**config.mk**
```make
export PLATFORM = sky130hd
export DESIGN_NAME = q16_mult_arbiter_flat
export DESIGN_NICKNAME = d
export VERILOG_FILES = /design/src/rtl/q16_mult_arbiter_if.sv /design/src/rtl/q16_mult_arbiter.sv /design/src/flat_wrapper.sv
export SDC_FILE = /design/constraint.sdc
export NUM_CORES = 2
export LEC_CHECK = 0
export BUFFER_PORTS_ARGS = -buffer_cell sky130_fd_sc_hd__buf_2
export CELL_PAD_IN_SITES_DETAIL_PLACEMENT = 0
export CELL_PAD_IN_SITES_GLOBAL_PLACEMENT = 2
export CORE_MARGIN = 5
export CORE_UTILIZATION = 35
export CTS_CLUSTER_SIZE = 40
export DETAILED_ROUTE_END_ITERATION = 6
export PLACE_DENSITY_LB_ADDON = 0.1
export SETUP_SLACK_MARGIN = 0.1
export SLEW_MARGIN = 20
export SYNTH_ARGS = -nofsm -noshare
export SYNTH_HDL_FRONTEND = slang
export SYNTH_SLANG_ARGS = --single-unit
```
**constraint.sdc**
```tcl
create_clock -name clk -period 8.5 [get_ports clk]
set_input_delay 0.85 -clock clk [delete_from_list [all_inputs] [get_ports clk]]
set_output_delay 0.85 -clock clk [all_outputs]
set_load 0.01 [all_outputs]
```
**src/rtl/q16_mult_arbiter_if.sv**
```systemverilog
// Bundle of the requester and response channels of the shared Q16.16 multiplier.
// Handshake: a beat transfers on a rising edge where valid and ready are both high; valid and payload hold until then.
interface q16_mult_arbiter_if #(
    parameter int NUM_REQ = 4,
    parameter int ID_W    = 2
);
    logic [NUM_REQ-1:0]    req_valid;
    logic [NUM_REQ-1:0]    req_ready;
    logic [NUM_REQ*32-1:0] req_a;
    logic [NUM_REQ*32-1:0] req_b;
    logic                  resp_valid;
    logic                  resp_ready;
    logic [ID_W-1:0]       resp_id;
    logic [31:0]           resp_p;
    logic                  resp_ovf;

    modport master (
        output req_valid, req_a, req_b, resp_ready,
        input  req_ready, resp_valid, resp_id, resp_p, resp_ovf
    );

    modport slave (
        input  req_valid, req_a, req_b, resp_ready,
        output req_ready, resp_valid, resp_id, resp_p, resp_ovf
    );
endinterface

```
**src/rtl/q16_mult_arbiter.sv**
```systemverilog
// Round-robin shared Q16.16 signed multiplier: arbiter, S1 operand register, S2 product
// register and an output register with optional saturation; the whole pipe freezes on backpressure.
module q16_mult_arbiter #(
    parameter int NUM_REQ    = 4,
    parameter int ID_W       = 2,
    parameter int FRACT_BITS = 16,
    parameter int SATURATE   = 1
) (
    input  logic                  clk,
    input  logic                  rst,
    q16_mult_arbiter_if.slave     bus,
    output logic                  busy,
    output logic [15:0]           ovf_count
);
    localparam int PTR_W = (NUM_REQ > 1) ? $clog2(NUM_REQ) : 1;
    localparam int HI_W  = 64 - FRACT_BITS;

    logic [PTR_W-1:0]   ptr_q, ptr_d;
    logic               s1_valid_q, s1_valid_d;
    logic signed [31:0] s1_a_q, s1_a_d, s1_b_q, s1_b_d;
    logic [PTR_W-1:0]   s1_id_q, s1_id_d;
    logic               s2_valid_q, s2_valid_d;
    logic [HI_W-1:0]    s2_hi_q, s2_hi_d;
    logic [PTR_W-1:0]   s2_id_q, s2_id_d;
    logic               resp_valid_q, resp_valid_d;
    logic [ID_W-1:0]    resp_id_q, resp_id_d;
    logic [31:0]        resp_p_q, resp_p_d;
    logic               resp_ovf_q, resp_ovf_d;
    logic [15:0]        ovf_count_q, ovf_count_d;

    logic               stall;
    logic               grant_valid;
    logic [PTR_W-1:0]   grant_idx;
    logic [PTR_W-1:0]   cand;
    logic [31:0]        sel_a, sel_b;
    logic [NUM_REQ-1:0] ready_vec;
    logic               hs;
    logic signed [63:0] prod;
    logic               unused_frac;
    logic [HI_W-32:0]   upper;
    logic               ovf;
    logic [31:0]        p_out;

    assign stall = resp_valid_q & ~bus.resp_ready;

    // Search starts one past the last winner, so the last winner has lowest priority.
    always_comb begin : arbitrate
        grant_valid = 1'b0;
        grant_idx   = '0;
        cand        = '0;
        sel_a       = '0;
        sel_b       = '0;
        ready_vec   = '0;
        for (int k = 1; k <= NUM_REQ; k++) begin
            cand = PTR_W'((int'(ptr_q) + k) % NUM_REQ);
            if (!grant_valid && bus.req_valid[cand]) begin
                grant_valid = 1'b1;
                grant_idx   = cand;
            end
        end
        for (int i = 0; i < NUM_REQ; i++) begin
            if (grant_idx == PTR_W'(i)) begin
                sel_a        = bus.req_a[i*32 +: 32];
                sel_b        = bus.req_b[i*32 +: 32];
                ready_vec[i] = grant_valid & ~stall & ~rst;
            end
        end
    end

    assign hs = grant_valid & ~stall & ~rst;

    assign prod = $signed({{32{s1_a_q[31]}}, s1_a_q}) * $signed({{32{s1_b_q[31]}}, s1_b_q});
    assign unused_frac = ^prod[FRACT_BITS-1:0];

    // Overflow when the bits above the Q16.16 window are not a pure sign extension.
    assign upper = s2_hi_q[HI_W-1:31];
    assign ovf   = ~((&upper) | ~(|upper));

    always_comb begin : format_result
        p_out = s2_hi_q[31:0];
        if (SATURATE != 0 && ovf) begin
            p_out = s2_hi_q[HI_W-1] ? 32'h8000_0000 : 32'h7FFF_FFFF;
        end
    end

    always_comb begin : next_state
        ptr_d        = ptr_q;
        s1_valid_d   = s1_valid_q;
        s1_a_d       = s1_a_q;
        s1_b_d       = s1_b_q;
        s1_id_d      = s1_id_q;
        s2_valid_d   = s2_valid_q;
        s2_hi_d      = s2_hi_q;
        s2_id_d      = s2_id_q;
        resp_valid_d = resp_valid_q;
        resp_id_d    = resp_id_q;
        resp_p_d     = resp_p_q;
        resp_ovf_d   = resp_ovf_q;
        ovf_count_d  = ovf_count_q;
        if (hs) begin
            ptr_d = grant_idx;
        end
        if (!stall) begin
            s1_valid_d = hs;
            if (hs) begin
                s1_a_d  = sel_a;
                s1_b_d  = sel_b;
                s1_id_d = grant_idx;
            end
            s2_valid_d   = s1_valid_q;
            s2_hi_d      = prod[63:FRACT_BITS];
            s2_id_d      = s1_id_q;
            resp_valid_d = s2_valid_q;
            if (s2_valid_q) begin
                resp_id_d  = ID_W'(s2_id_q);
                resp_p_d   = p_out;
                resp_ovf_d = ovf;
            end
        end
        if (resp_valid_q && bus.resp_ready && resp_ovf_q && ovf_count_q != 16'hFFFF) begin
            ovf_count_d = ovf_count_q + 16'd1;
        end
    end

    always_ff @(posedge clk or posedge rst) begin
        if (rst) begin
            ptr_q        <= PTR_W'(NUM_REQ - 1);
            s1_valid_q   <= 1'b0;
            s1_a_q       <= '0;
            s1_b_q       <= '0;
            s1_id_q      <= '0;
            s2_valid_q   <= 1'b0;
            s2_hi_q      <= '0;
            s2_id_q      <= '0;
            resp_valid_q <= 1'b0;
            resp_id_q    <= '0;
            resp_p_q     <= '0;
            resp_ovf_q   <= 1'b0;
            ovf_count_q  <= '0;
        end else begin
            ptr_q        <= ptr_d;
            s1_valid_q   <= s1_valid_d;
            s1_a_q       <= s1_a_d;
            s1_b_q       <= s1_b_d;
            s1_id_q      <= s1_id_d;
            s2_valid_q   <= s2_valid_d;
            s2_hi_q      <= s2_hi_d;
            s2_id_q      <= s2_id_d;
            resp_valid_q <= resp_valid_d;
            resp_id_q    <= resp_id_d;
            resp_p_q     <= resp_p_d;
            resp_ovf_q   <= resp_ovf_d;
            ovf_count_q  <= ovf_count_d;
        end
    end

    assign bus.req_ready  = ready_vec;
    assign bus.resp_valid = resp_valid_q;
    assign bus.resp_id    = resp_id_q;
    assign bus.resp_p     = resp_p_q;
    assign bus.resp_ovf   = resp_ovf_q;
    assign busy           = s1_valid_q | s2_valid_q | resp_valid_q;
    assign ovf_count      = ovf_count_q;
endmodule

```
**src/flat_wrapper.sv**
```systemverilog
// flat-port wrapper written by rule: the top's interface ports become plain ports
module q16_mult_arbiter_flat 
#(
    parameter int NUM_REQ    = 4,
    parameter int ID_W       = 2,
    parameter int FRACT_BITS = 16,
    parameter int SATURATE   = 1
)
  (clk, rst, busy, ovf_count, bus_req_valid, bus_req_a, bus_req_b, bus_resp_ready, bus_req_ready, bus_resp_valid, bus_resp_id, bus_resp_p, bus_resp_ovf);
  q16_mult_arbiter_if #(.NUM_REQ(NUM_REQ), .ID_W(ID_W)) bus_i ();
  input  logic clk;
  input  logic rst;
  output logic busy;
  output logic [15:0] ovf_count;
  input wire logic [$bits(bus_i.req_valid)-1:0] bus_req_valid;
  input wire logic [$bits(bus_i.req_a)-1:0] bus_req_a;
  input wire logic [$bits(bus_i.req_b)-1:0] bus_req_b;
  input wire logic [$bits(bus_i.resp_ready)-1:0] bus_resp_ready;
  output wire logic [$bits(bus_i.req_ready)-1:0] bus_req_ready;
  output wire logic [$bits(bus_i.resp_valid)-1:0] bus_resp_valid;
  output wire logic [$bits(bus_i.resp_id)-1:0] bus_resp_id;
  output wire logic [$bits(bus_i.resp_p)-1:0] bus_resp_p;
  output wire logic [$bits(bus_i.resp_ovf)-1:0] bus_resp_ovf;
  assign bus_i.req_valid = bus_req_valid;
  assign bus_i.req_a = bus_req_a;
  assign bus_i.req_b = bus_req_b;
  assign bus_i.resp_ready = bus_resp_ready;
  assign bus_req_ready = bus_i.req_ready;
  assign bus_resp_valid = bus_i.resp_valid;
  assign bus_resp_id = bus_i.resp_id;
  assign bus_resp_p = bus_i.resp_p;
  assign bus_resp_ovf = bus_i.resp_ovf;
  q16_mult_arbiter #(.NUM_REQ(NUM_REQ), .ID_W(ID_W), .FRACT_BITS(FRACT_BITS), .SATURATE(SATURATE)) u_core (.clk(clk), .rst(rst), .bus(bus_i), .busy(busy), .ovf_count(ovf_count));
endmodule
```
### Yosys cells after proc, flatten, opt, wreduce, memory -nomap -nowiden

Cells that the tools add are included.

* add/sub/neg operators: 5
* $mul: 1
* order comparisons: 4
* equality and inequality tests: 4
* multiplexer cells: 30
* bitwise operators: 11
* reduce and logical (&&, ||, !) cells: 14

Operator list (number)
* $mux W32: 10
* $mul A32 B32 Y64: 1
* $reduce_and A17 Y1: 1
* $reduce_or A17 Y1: 1
* $add A16 B1 Y16 const B: 1
* $ne A16 B16 Y1 const B: 1
* $lt A2 B3 Y1 const B: 4
* $mux W1: 12
* $bmux W1 S2: 4
* $mux W2: 4
* $logic_and A1 B1 Y1: 6
* $not A1 Y1: 5
* $add A2 B1 Y2 const B: 2
* $add A2 B2 Y2 const B: 2
* $eq A2 B2 Y1 const B: 2
* $reduce_and A2 Y1: 2
* $and A1 B1 Y1: 3
* $logic_not A1 Y1: 3
* $or A1 B1 Y1: 3
* $eq A2 B1 Y1 const B: 1
* $logic_not A2 Y1: 1

* register bits: 172
* input port bits: 263
* word-level logic and storage cells: 82

### Longest topological paths before layout

* word-level depth: 18
* depth in mapped cells: 30

### Worst setup path after synthesis

No wires, ideal clock.

* path type: register to register
* start point: reg u_core.s1_a_q[31]
* end point: reg u_core.s2_hi_q[47]
* data arrival time: 7859 ps
* data required time: 8418 ps
* path slack: 560 ps
* stages on the path, launching flop included: 30
* buffers on the path: 2
* clock period less this slack: 7940 ps
* cells stage by stage: dfrtp_1 clkbuf_1 nand2_1 inv_1 fa_1 fa_1 inv_1 fa_1 inv_1 fa_1 inv_1 fa_1 inv_1 fa_1 inv_1 fa_1 inv_1 fa_1 ha_1 clkbuf_1 a21o_1 a21o_1 a21o_1 a21o_1 a21oi_1 o21ai_1 nor3_1 nor2_1 or3_1 a31oi_1

* word-level cells in the longest chain between the ends: 1

Ends and longest elaborated chain
* from (decl): line q16_mult_arbiter.sv:20 `logic signed [31:0] s1_a_q, s1_a_d, s1_b_q, s1_b_d;`
* from (signal assigned): line q16_mult_arbiter.sv:129 `s1_a_q <= '0;`
* from (signal assigned): line q16_mult_arbiter.sv:143 `s1_a_q <= s1_a_d;`
* $mul A32 B32 Y64: line q16_mult_arbiter.sv:72 `assign prod = $signed({{32{s1_a_q[31]}}, s1_a_q}) * $signed({{32{s1_b_q[31]}}, s1_b_q});`
* to (signal assigned): line q16_mult_arbiter.sv:147 `s2_hi_q <= s2_hi_d;`
* to (decl): line q16_mult_arbiter.sv:23 `logic [HI_W-1:0] s2_hi_q, s2_hi_d;`

No other way between the ends.
A chain may end at the register's enable or synchronous reset.

### Final worst setup path

* start point: reg u_core.s1_b_q[6]
* end point: reg u_core.s2_hi_q[44]

* word-level cells in the longest chain between the ends: 1

Ends and longest elaborated chain
* from (decl): line q16_mult_arbiter.sv:20
* from (signal assigned): line q16_mult_arbiter.sv:130 `s1_b_q <= '0;`
* from (signal assigned): line q16_mult_arbiter.sv:144 `s1_b_q <= s1_b_d;`
* $mul A32 B32 Y64: line q16_mult_arbiter.sv:72

No other way between the ends.

==> metrics.yaml <==
outcome:
  status: "finished, final reports clean"
layout:
  nNetsFinal: 6747
  mostFrequentLayoutCell: "fa_1"
  final_layout_size_suffix_gt1_share_pct: 11.4
  mostFrequentLayoutCells: "1081 x fa_1, 1062 x inv_1, 756 x nand2_1"
  syn_to_final_growth_pct: 11.4
  final_cells: 6889
floorplanning:
  die_area_um2: 134000
  ios: 320
  start_util_pct: 35.3
  die_w_um: 366
  die_h_um: 366
  coreArea_um2: 126000
  core.rowCount: 130
job:
  maxCapViolCount: 0
clock_tree:
  clk_latency_ns: 0.51
  htreeDepth: 4
  cts_made_buffers: 17
  cts.sinks: 172
  cts_hold_buf: 0
  cts_root_buffer: "clkbuf_16"
  clk_path_buf_depth: 2
  cts.clk_slew.worst_paths_ns: 0.09
  cts_tree: "done"
timing:
  min_period_ns: 7.96
  finalSetupViolations: 0
  fin_crit_sh_pct: 93.6
  rsz0062_at_grt: "false"
  tns_ns: 0
  tightest_slew_ns: 0.971
  fmax_mhz: 126
  drv_slew: 0
  slew_headroom_pct: 35.2
  fin_worst_skew_ns: 0.0272
  hold_violations: 0
worst_setup_path:
  crit_path_max_incr_delay_ns: 0.59
  start_kind: "flip-flop"
  crit_top_cell: "fa_1"
  cp-end-kind: "flip-flop"
  critPathMaxFanout: 19
  path_class: "flip-flop to flip-flop"
  path_buf_inv: 6
  crit_slowest_cell: "dfrtp_4"
  path_delay_family: "adder cells"
  required_ns: 8.93
  crit_arrival_ns: 8.39
yosys:
  synth_edf_count: 0
  synth_nets: 6500
  netlist_instances: 4975
  synth_cell_types: 73
  synth_flop_cell: "dfrtp_1"
  yosys_warnings: 0
  ys_ff_latch: 172
  ys_seq_area_share_pct: 9.70
  syn_area_um2: 44400
  synthArstFlopShare_pct: 100
  avgSynthCellArea_um2: 8.92
placed_design:
  numPortBuffers: 319
  dpl.hpwl_um: 122000
  dp_cells: 6853
  gp_congestion: 0.851
drt:
  routed_wl_um: 145000
  drt_iter0_markers: 1356
  antenna_left: 0
  vias: 32799
  wl_per_cell_um: 21.1
  route.detailed.drc: 0
  via_per_inst: 4.76
  drtPass1Iterations: 5
min_path:
  hold_path_class: "input pin to async pin"
global_routing:
  grt_pass1_wl_um: 231000
  grt_pass1_vias: 37438
  antenna_found_initial: 11
  grt_start_max_net_pins: 122
  grt_overflow: 0
  grt_use_total_pct: 22.5
## flip-flops by register name, summed over array words and instances, names as in the netlist
register,cells
u_core.s2_hi_q,48
u_core.bus.resp_p,32
u_core.s1_a_q,32
u_core.s1_b_q,32
u_core.ovf_count,16
u_core.bus.resp_id,2
u_core.ptr_q,2
u_core.s1_id_q,2
u_core.s2_id_q,2
u_core.bus.resp_ovf,1
u_core.bus.resp_valid,1
u_core.s1_valid_q,1
u_core.s2_valid_q,1
## path summary, 6_finish.rpt
check	from	endpoint	slack [ns]	depth (start not counted)
hold reg to reg	u_core.s2_id_q[0]$_DFFE_PP0N_	u_core.s2_id_q[0]$_DFFE_PP0N_	0.46	2
hold / removal	rst	u_core.s1_a_q[28]$_DFFE_PP0P_	0.42	2
setup / recovery	u_core.s1_b_q[6]$_DFFE_PP0P_	u_core.s2_hi_q[44]$_DFFE_PP0N_	0.54	26
max in group asynchronous	rst	u_core.s1_b_q[6]$_DFFE_PP0P_	6.60	3
min in group clk	u_core.s2_id_q[0]$_DFFE_PP0N_	u_core.s2_id_q[0]$_DFFE_PP0N_	0.46	2
setup reg to reg	u_core.s1_b_q[6]$_DFFE_PP0P_	u_core.s2_hi_q[44]$_DFFE_PP0N_	0.54	26
## worst register-to-register path, cell delays in order (launching register included)
cell and delay, ns:
dfrtp_4 0.59, buf_4 0.26, and2_1 0.19, fa_1 0.53, fa_1 0.44, fa_1 0.55, inv_1 0.06, fa_1 0.47
inv_1 0.06, fa_1 0.48, fa_1 0.50, fa_1 0.53, inv_1 0.07, fa_1 0.48, inv_1 0.04, ha_1 0.28
a21oi_1 0.19, o21ai_1 0.19, a211oi_4 0.34, a211oi_1 0.15, buf_4 0.16, o21bai_1 0.36, nand2_2 0.16, o211ai_2 0.22
a21boi_1 0.14, or3_1 0.37, nand3_1 0.09
## metal layers
layer | global-route usage [%] | up-vias | part of all wire [%]
met1 | 27.4 | 17301 | 42
met3 | 1.59 | 119 | 1.7
met5 | 0 | - | 0.0048
met4 | 5.67 | 2 | 2.6
li1 | - | 15021 | -
met2 | 43.0 | 356 | 54
## area by class of cell
class | count | area [um2]
tap | 1650 | 2060
clock buffer | 17 | 425
sequential | 172 | 4330
multi-input combinational | 3455 | 35100
fill | 13183 | 76400
timing repair buffer | 513 | 3340
inverter | 1063 | 4000
clock inverter | 15 | 180
antenna | 4 | 10.0
## timing repair
item	CTS	global route
resized for setup	1	17
setup endpoints to repair	1	13
buffers inserted	0	0
gates cloned	0	0
## metrics by stage
step | setup slack [ns] | hold slack (ns) | instance area (um2) | utilization, %
2_1_floorplan | 0.560 | 0.433 | 44400 | -
3_3_place_gp | 0.111 | 0.454 | 48800 | 38.8
3_5_place_dp | 0.136 | 0.454 | 48800 | 38.8
4_1_cts | 0.108 | 0.410 | 49400 | 39.2
5_1_grt | 0.104 | 0.449 | 49400 | 39.3
6_report | 0.543 | 0.416 | 49500 | 39.3
## Yosys cell counts, types with 3 or more instances
cell	number	share of area, %
nor4_1	6	0.085
a41oi_1	4	0.079
nor3_1	19	0.21
mux2_2	4	0.10
a21o_1	23	0.39
inv_1	1063	9.0
buf_2	4	0.045
nand2b_1	19	0.27
a21oi_2	3	0.059
o21bai_1	6	0.10
and4_1	4	0.079
and3_1	5	0.070
a22oi_1	9	0.15
a31oi_1	4	0.056
o21ai_1	15	0.17
and2_1	498	7.0
or3_1	8	0.11
nor2b_1	3	0.042
nand3_1	68	0.77
o21ai_2	4	0.079
o31ai_1	5	0.085
a211oi_2	3	0.085
o41ai_1	3	0.059
clkbuf_1	276	2.3
dfrtp_1	170	9.6
o21a_1	7	0.12
o211ai_1	5	0.085
fa_1	1081	49
nor2_1	275	2.3
a21oi_1	150	1.7
a211oi_1	10	0.17
nand2_1	756	6.4
xor2_1	24	0.47
o21ai_0	147	1.7
xnor2_1	46	0.91
or2_2	3	0.042
buf_1	5	0.042
ha_1	181	5.1
nand4_1	17	0.24
## cells by family (layout without fill, tap and decap cells)
group	Yosys count	in the layout	share of synthesized area (%)
simple gates	1691	1691	17.8
buf+inv	1348	1608	11.4
fa+ha+maj	1262	1262	53.8
compound gates	427	427	5.71
flops	172	172	9.70
xor+xnor	70	70	1.38
mux	5	5	0.124
other cells	0	4	0
Power is left out: the tool's default activity adds up to more than one toggle a clock period on the data nets, which glitch-free logic cannot reach.
